==> config.mk <==
export PLATFORM = sky130hd
export DESIGN_NAME = mips_multicycle_ctrl
export DESIGN_NICKNAME = d
export VERILOG_FILES = /design/src/rtl/mips_multicycle_ctrl.sv
export SDC_FILE = /design/constraint.sdc
export NUM_CORES = 1
export LEC_CHECK = 0
export BUFFER_PORTS_ARGS = -buffer_cell sky130_fd_sc_hd__buf_4
export CORE_MARGIN = 3
export CORE_UTILIZATION = 39
export CTS_CLUSTER_DIAMETER = 50
export DETAILED_ROUTE_END_ITERATION = 10
export PLACE_DENSITY = 0.74
export SLEW_MARGIN = 20
export SYNTH_ARGS = -nofsm -noshare
export SYNTH_HDL_FRONTEND = slang
export SYNTH_SLANG_ARGS = --single-unit
==> constraint.sdc <==
create_clock -name clk -period 1.75 [get_ports clk]
set_input_delay 0.35 -clock clk [delete_from_list [all_inputs] [get_ports clk]]
set_output_delay 0.35 -clock clk [all_outputs]
set_load 0.03 [all_outputs]
==> src/rtl/mips_multicycle_ctrl.sv <==
// mips_multicycle_ctrl
//   Moore-style control FSM for a multicycle MIPS datapath with one shared ALU
//   and one memory. It sequences fetch, decode, execute, memory and writeback,
//   and it also performs the ALU function decode over the full 6-bit funct field.
//   Unsupported opcodes and functs raise a one-cycle illegal_op pulse, and the
//   FSM then returns to FETCH without a register or memory write.
//
// Parameters
//   ENABLE_ADDI / ENABLE_J / ENABLE_BNE : decode addi / j / bne. When a flag is
//                                         0, that opcode is treated as illegal.
//   ALUCTRL_W                           : ALUControl width. The 3-bit codes are
//                                         zero-extended to this width.
//
// Ports
//   clk, reset          rising-edge clock; synchronous active-high reset
//   op, funct           instruction fields held in the instruction register
//   zero                ALU zero flag, used to qualify branches
//   IorD .. PCSrc       datapath multiplexer selects and write strobes
//   PCEn                PC load: PCWrite | (Branch & zero) | (BranchN & ~zero)
//   ALUControl          ALU operation code
//   illegal_op          pulses high in the cycle that rejects an op or funct
//   state_o             current state, for debug
module mips_multicycle_ctrl #(
    parameter bit ENABLE_ADDI = 1'b1,
    parameter bit ENABLE_J    = 1'b1,
    parameter bit ENABLE_BNE  = 1'b0,
    parameter int ALUCTRL_W   = 3
) (
    input  logic                 clk,
    input  logic                 reset,
    input  logic [5:0]           op,
    input  logic [5:0]           funct,
    input  logic                 zero,
    output logic                 IorD,
    output logic                 MemWrite,
    output logic                 IRWrite,
    output logic                 RegDst,
    output logic                 MemtoReg,
    output logic                 RegWrite,
    output logic                 ALUSrcA,
    output logic [1:0]           ALUSrcB,
    output logic [1:0]           PCSrc,
    output logic                 PCEn,
    output logic [ALUCTRL_W-1:0] ALUControl,
    output logic                 illegal_op,
    output logic [3:0]           state_o
);

    typedef enum logic [3:0] {
        FETCH  = 4'd0,
        DECODE = 4'd1,
        MEMADR = 4'd2,
        MEMRD  = 4'd3,
        MEMWB  = 4'd4,
        MEMWR  = 4'd5,
        EXEC   = 4'd6,
        ALUWB  = 4'd7,
        BEQ    = 4'd8,
        ADDIEX = 4'd9,
        ADDIWB = 4'd10,
        JUMP   = 4'd11,
        BNE    = 4'd12
    } state_t;

    typedef enum logic [1:0] {
        ALU_ADD,
        ALU_SUB,
        ALU_FUNCT
    } alu_mode_t;

    localparam logic [5:0] OP_RTYPE = 6'b000000;
    localparam logic [5:0] OP_LW    = 6'b100011;
    localparam logic [5:0] OP_SW    = 6'b101011;
    localparam logic [5:0] OP_BEQ   = 6'b000100;
    localparam logic [5:0] OP_BNE   = 6'b000101;
    localparam logic [5:0] OP_ADDI  = 6'b001000;
    localparam logic [5:0] OP_J     = 6'b000010;

    localparam logic [2:0] ALU_AND = 3'b000;
    localparam logic [2:0] ALU_OR  = 3'b001;
    localparam logic [2:0] ALU_AD  = 3'b010;
    localparam logic [2:0] ALU_BAD = 3'b011;
    localparam logic [2:0] ALU_SB  = 3'b110;
    localparam logic [2:0] ALU_SLT = 3'b111;

    state_t    state;
    state_t    next_state;
    alu_mode_t alu_mode;

    logic [2:0] funct_code;
    logic       funct_legal;
    logic [2:0] alu_code;

    logic       pc_write;
    logic       branch;
    logic       branch_n;
    logic       iord_s;
    logic       mem_write_s;
    logic       ir_write_s;
    logic       reg_dst_s;
    logic       mem_to_reg_s;
    logic       reg_write_s;
    logic       alu_src_a_s;
    logic [1:0] alu_src_b_s;
    logic [1:0] pc_src_s;
    logic       illegal_s;

    // NOTE: the state register uses a synchronous reset and non-blocking
    // assignments, so every reader sees the value from before the edge.
    always_ff @(posedge clk) begin
        if (reset) state <= FETCH;
        else       state <= next_state;
    end

    // R-type function decode. Any funct not listed here is rejected in EXEC.
    always_comb begin
        funct_code  = ALU_BAD;
        funct_legal = 1'b1;
        case (funct)
            6'b100000: funct_code = ALU_AD;
            6'b100010: funct_code = ALU_SB;
            6'b100100: funct_code = ALU_AND;
            6'b100101: funct_code = ALU_OR;
            6'b101010: funct_code = ALU_SLT;
            default:   funct_legal = 1'b0;
        endcase
    end

    // NOTE: every signal gets a default before the case statement. This
    // prevents latches, and it makes unused encodings (13-15) fall back to
    // FETCH with every enable at 0.
    always_comb begin
        next_state   = FETCH;
        pc_write     = 1'b0;
        branch       = 1'b0;
        branch_n     = 1'b0;
        iord_s       = 1'b0;
        mem_write_s  = 1'b0;
        ir_write_s   = 1'b0;
        reg_dst_s    = 1'b0;
        mem_to_reg_s = 1'b0;
        reg_write_s  = 1'b0;
        alu_src_a_s  = 1'b0;
        alu_src_b_s  = 2'b00;
        pc_src_s     = 2'b00;
        alu_mode     = ALU_ADD;
        illegal_s    = 1'b0;

        case (state)
            FETCH: begin
                alu_src_b_s = 2'b01;
                ir_write_s  = 1'b1;
                pc_write    = 1'b1;
                next_state  = DECODE;
            end
            DECODE: begin
                // Compute the branch target early. The ALU is otherwise idle here.
                alu_src_b_s = 2'b11;
                case (op)
                    OP_LW, OP_SW: next_state = MEMADR;
                    OP_RTYPE:     next_state = EXEC;
                    OP_BEQ:       next_state = BEQ;
                    OP_BNE: begin
                        if (ENABLE_BNE) next_state = BNE;
                        else            illegal_s  = 1'b1;
                    end
                    OP_ADDI: begin
                        if (ENABLE_ADDI) next_state = ADDIEX;
                        else             illegal_s  = 1'b1;
                    end
                    OP_J: begin
                        if (ENABLE_J) next_state = JUMP;
                        else          illegal_s  = 1'b1;
                    end
                    default: illegal_s = 1'b1;
                endcase
            end
            MEMADR: begin
                alu_src_a_s = 1'b1;
                alu_src_b_s = 2'b10;
                next_state  = (op == OP_LW) ? MEMRD : MEMWR;
            end
            MEMRD: begin
                iord_s     = 1'b1;
                next_state = MEMWB;
            end
            MEMWB: begin
                mem_to_reg_s = 1'b1;
                reg_write_s  = 1'b1;
            end
            MEMWR: begin
                iord_s      = 1'b1;
                mem_write_s = 1'b1;
            end
            EXEC: begin
                alu_src_a_s = 1'b1;
                alu_mode    = ALU_FUNCT;
                // A bad funct skips ALUWB, so the register file is never written.
                if (funct_legal) next_state = ALUWB;
                else             illegal_s  = 1'b1;
            end
            ALUWB: begin
                reg_dst_s   = 1'b1;
                reg_write_s = 1'b1;
            end
            BEQ: begin
                alu_src_a_s = 1'b1;
                alu_mode    = ALU_SUB;
                pc_src_s    = 2'b01;
                branch      = 1'b1;
            end
            BNE: begin
                alu_src_a_s = 1'b1;
                alu_mode    = ALU_SUB;
                pc_src_s    = 2'b01;
                branch_n    = 1'b1;
            end
            ADDIEX: begin
                alu_src_a_s = 1'b1;
                alu_src_b_s = 2'b10;
                next_state  = ADDIWB;
            end
            ADDIWB: begin
                reg_write_s = 1'b1;
            end
            JUMP: begin
                pc_src_s = 2'b10;
                pc_write = 1'b1;
            end
            default: ;
        endcase
    end

    always_comb begin
        alu_code = ALU_AD;
        case (alu_mode)
            ALU_SUB:   alu_code = ALU_SB;
            ALU_FUNCT: alu_code = funct_code;
            default:   alu_code = ALU_AD;
        endcase
    end

    // While reset is high the outputs show FETCH values, with every write
    // strobe held low. An aborted instruction therefore cannot write
    // anything during the reset cycle.
    assign IorD       = reset ? 1'b0  : iord_s;
    assign MemWrite   = ~reset & mem_write_s;
    assign IRWrite    = ~reset & ir_write_s;
    assign RegDst     = reset ? 1'b0  : reg_dst_s;
    assign MemtoReg   = reset ? 1'b0  : mem_to_reg_s;
    assign RegWrite   = ~reset & reg_write_s;
    assign ALUSrcA    = reset ? 1'b0  : alu_src_a_s;
    assign ALUSrcB    = reset ? 2'b01 : alu_src_b_s;
    assign PCSrc      = reset ? 2'b00 : pc_src_s;
    assign PCEn       = ~reset & (pc_write | (branch & zero) | (branch_n & ~zero));
    assign ALUControl = ALUCTRL_W'(reset ? ALU_AD : alu_code);
    assign illegal_op = ~reset & illegal_s;
    assign state_o    = reset ? FETCH : state;

endmodule

==> results of run 1 <==
synthesized netlist by cell type (3+ instances only):
cell type	n	area, sq um
a31oi_1	3	18.77
nor4_1	5	31.28
clkbuf_1	4	15.01
nor3_1	8	40.04
a21oi_1	4	20.02
o21ai_0	4	20.02
nand2b_1	4	25.02
nand2_1	6	22.52
inv_1	5	18.77
nor2_1	15	56.30
dfxtp_1	4	80.08
through the flow:
step	instance area (sq um)	hold WS, ns	setup TNS [ns]	utilization [%]	std cells
detailed placement	1162	0.6952	-0.6966	82.14	165
global placement	1162	0.6932	-0.5735	82.14	165
floorplan	737.0	0.5666	-0.9023	-	97
kinds of logic after synthesis:
group	Yosys count	share of synthesized area (%)
muxes	2	3.340
buffers and inverters	12	9.429
adders and majority gates	2	3.929
and+or+nand+nor	51	42.24
xor gates and xnor gates	1	1.375
DFF	4	12.57
AOI/OAI and AO/OA	25	27.11
==> flow_metrics.py, run 1 <==
metrics = {
    "clock_network": {
        "cts_resized": 45,
        "clockRootBuffer": "clkbuf_4",
        "cts_sinks": 4,
        "clock_path_buffers": 2,
        "cts-htree-levels": 1,
        "numCtsBuffers": 3,
        "ctsHoldBuffers": 0,
        "post-cts-setup-buffer-count": 12,
    },
    "placement": {
        "post-place-ws_ns": -0.2663,
        "gp_congestion": 0.8593,
        "io_buffers": 34,
        "dp_hpwl_um": 1875,
    },
    "logic_synthesis": {
        "synth_edf_count": 0,
        "syn_inst": 97,
        "yosys_warnings": 0,
        "ys_seq_area_share_pct": 12.57,
        "yosys_register_bits": 4,
        "synth-async-reset-ratio_pct": 0,
        "syn-num-nets": 114,
        "ys.flop_type": "dfxtp_1",
        "ys_types": 36,
        "netlist_area_sq_um": 636.9,
        "postSynthAreaPerCell_sq_um": 6.566,
    },
    "die": {
        "dieHeight_um": 46.41,
        "io_pins": 35,
        "die_w_um": 46.41,
        "initial_core_util_pct": 45.00,
        "rows": 13,
    },
    "outcome": {
        "tool.error": "[ERROR DPL-0038] Utilization greater than 100%, impossible to legalize",
        "stop_stage": "4_1_cts",
        "outcome": "did not finish",
    },
}
==> inputs of run 2 (changes only) <==
CORE_AREA = 3 3 64 66   (was not set)
CORE_MARGIN = not set   (was 3)
CORE_UTILIZATION = not set   (was 39)
CTS_CLUSTER_DIAMETER = not set   (was 50)
DIE_AREA = 0 0 67 69   (was not set)
PLACE_DENSITY = not set   (was 0.74)
PLACE_DENSITY_LB_ADDON = 0.15   (was not set)
clock period = 2.3 ns   (was 1.75 ns; I/O delays follow)
==> run 2 against run 1 <==
The run now ends clean. Synthesized area is the same. Synthesized cell count is the same.
==> flow_metrics.py, run 2 <==
metrics = {
    "outcome": {
        "outcome": "complete, no violations",
    },
    "clock_network": {
        "clock_path_buffers": 2,
        "cts_sinks": 4,
        "post-cts-setup-buffer-count": 0,
        "insertion_delay_ns": 0.21,
        "tritoncts": "yes",
        "numCtsBuffers": 3,
        "clk_pin_slew_worst_paths_ns": 0.03,
        "cts-htree-levels": 1,
        "clockRootBuffer": "clkbuf_8",
    },
    "logic_synthesis": {
        "synth_edf_count": 0,
        "yosysTopAreaCell": "dfxtp_1",
        "synth_top_area_share_pct": 12.57,
        "ys_types": 36,
        "ys.flop_type": "dfxtp_1",
        "synth-async-reset-ratio_pct": 0,
        "synthTopCellsByArea": "dfxtp_1, nor2_1, nor3_1, nor4_1, ha_1",
        "syn_inst": 97,
        "netlist_area_sq_um": 636.9,
        "syn-num-nets": 114,
        "ys_seq_area_share_pct": 12.57,
        "postSynthAreaPerCell_sq_um": 6.566,
        "synth_common_cells": "nor2_1, nor3_1, nand2_1",
        "yosysMostFrequentCell": "nor2_1",
        "yosys_register_bits": 4,
        "yosys_warnings": 0,
    },
    "sta": {
        "drv_slew": 0,
        "maxSlewHeadroom_pct": 61.10,
        "max_freq_mhz": 445.4,
        "setup_viol": 0,
        "min_period_ns": 2.245,
        "post-route-period-util_pct": 97.62,
        "hold_violations": 0,
        "rsz0062_at_grt": "false",
        "finClkSkew_ns": 0.003678,
        "tightest_slew_ns": 0.5820,
    },
    "drt": {
        "drt-met1-wl_um": 1006,
        "postRouteAntennaNets": 0,
        "wl_per_cell_um": 11.94,
        "vias": 838,
        "dr_wl_met3_um": 147,
        "wl_met2_um": 983,
        "dr.pass1.iters": 4,
        "drc": 0,
        "wirelength_um": 2137,
        "viasPerCell": 4.682,
        "maxUsedRoutingLayer": "met3",
        "drt_iter0_drc": 41,
    },
    "global_route": {
        "grt_usage_pct": 9.567,
        "gr-total-overflow": 0,
        "antenna_found_initial": 0,
        "grt_pass1_vias": 809,
        "grt_max_degree": 21,
        "grt_pass1_wl_um": 3629,
    },
    "critical_path": {
        "worst_r2r_startpoint": "state[3]",
        "cp_data_arrival_time_ns": 1.79,
        "rrSetupSlack_ns": 0.88,
        "cp-end-kind": "output port",
        "reg2reg_to": "state[1]",
        "cpPeakStageDelay_ns": 0.52,
        "critPathKind": "input port to output port",
        "crit_top_cell": "buf_4",
        "timing.critical_path.buf_inv": 2,
        "crit_chain": "buf_4 -> or4_1 -> a211o_2 -> nand3_2 -> o31ai_2 -> buf_4",
        "cp-endpoint": "illegal_op",
        "cp-start-kind": "input port",
        "crit_family": "simple AND/OR/NAND/NOR gates",
        "worstPathMaxFanout": 5,
        "worstRegToRegCells": 4,
        "worst-path-stages": 6,
        "required_ns": 1.84,
        "startpoint": "op[0]",
        "crit_slowest_cell": "or4_1",
    },
    "power": {
        "power_density_nw_per_um2": 309.4,
        "p_leak_nw": 0.3831,
        "worst_ir_drop_vdd_uv": 170.3,
    },
    "die": {
        "dieArea_sq_um": 4623,
        "die_w_um": 67,
        "core_region_area_sq_um": 3633,
        "rows": 22,
        "dieHeight_um": 69,
        "io_pins": 35,
        "initial_core_util_pct": 17.53,
    },
    "cells_and_area": {
        "final_cells": 179,
        "top_register": "state",
        "layout-drive-gt1-share_pct": 42.75,
        "mostFrequentLayoutCells": "buf_4, nor2_1, nand2_1, inv_1, nor3_1",
        "final_util_pct": 29.20,
        "n_antenna_cell": 0,
        "layout_commonest_cell": "buf_4",
        "fin_nets": 150,
        "reg_top3": "state (4)",
        "syn2layout_area_growth_pct": 66.60,
        "largest_reg_flops": 4,
    },
    "placement": {
        "dp_cells": 176,
        "dp_hpwl_um": 1651,
        "gp_congestion": 0.7960,
        "io_buffers": 34,
    },
    "min_path": {
        "worstHoldStart": "op[3]",
        "hp-class": "input port to flop",
    },
    "run": {
        "cap_viol_max_count": 0,
    },
}
[run 2: cell counts after synthesis]
No cell type changed its count.
[run 2: worst reg2reg max path, cell delays in order (launching register included)]
cell and delay, ns:
dfxtp_1 0.32, buf_4 0.16, or2_2 0.35, or3_1 0.36, a31oi_1 0.16
[run 2: cell type report]
| type | count | area (sq um) |
|---|---|---|
| Tap cell | 48 | 60.06 |
| Fill cell | 413 | 2572 |
| Inverter | 5 | 18.77 |
| Multi-Input combinational cell | 81 | 575.6 |
| Clock buffer | 3 | 41.29 |
| Sequential cell | 4 | 80.08 |
| Timing Repair Buffer | 38 | 285.3 |
[run 2: worst min-delay path by stage]
stage                           to  slack (ns)  depth (start not counted)
final                     state[2]        0.61                          4
after detailed placement  state[3]        0.64                          2
after global routing      state[2]        0.65                          4
after CTS                 state[2]        0.61                          4
after global placement    state[3]        0.64                          2
after floorplan           state[3]        0.62                          2
[run 2: what timing repair did]
action	4_1_cts	5_1_grt
pin swaps	0	0
hold buffers	0	0
endpoints found under the setup margin	2	4
cloned	0	0
gates resized for setup	3	11
[run 2: stage by stage]
step	hold slack, ns	power (mW)	area, sq um	setup TNS (ns)	setup slack (ns)
2_1_floorplan	0.6188	0.1349	648.1	-0.03891	-0.03891
3_3_place_gp	0.6399	0.1796	952.2	0	0.08684
3_5_place_dp	0.6438	0.1802	952.2	0	0.05860
4_1_cts	0.6078	0.3284	1006	0	0.02485
5_1_grt	0.6514	0.3497	1061	0	0.0001849
6_report	0.6114	0.3283	1061	0	0.05465
[run 2: cell families (layout without fill, tap and decap cells)]
| group | after synthesis | in the layout | synth area share, % |
|---|---|---|---|
| multiplexers | 2 | 2 | 3.340 |
| flip-flops | 4 | 4 | 12.57 |
| buffers and inverters | 12 | 46 | 9.429 |
| XOR/XNOR | 1 | 1 | 1.375 |
| AO/OA/AOI/OAI | 25 | 25 | 27.11 |
| adder cells (fa/ha/maj) | 2 | 2 | 3.929 |
| AND/OR/NAND/NOR | 51 | 51 | 42.24 |
[run 2: report_power, final]
group | switching [mW] | total (mW) | internal (mW)
Combinational | 0.0660 | 0.112 | 0.0455
Clock | 0.0323 | 0.143 | 0.111
Sequential | 0.00113 | 0.0733 | 0.0721
Total | 0.0994 | 0.328 | 0.229
[run 2: routing by layer]
metal  GRT usage, %  up-vias
met5              0        -
met4          2.703        0
met3          1.954        0
met2          14.74       30
met1          13.25      377
li1               -      431
(Power assumes the default switching activity.)
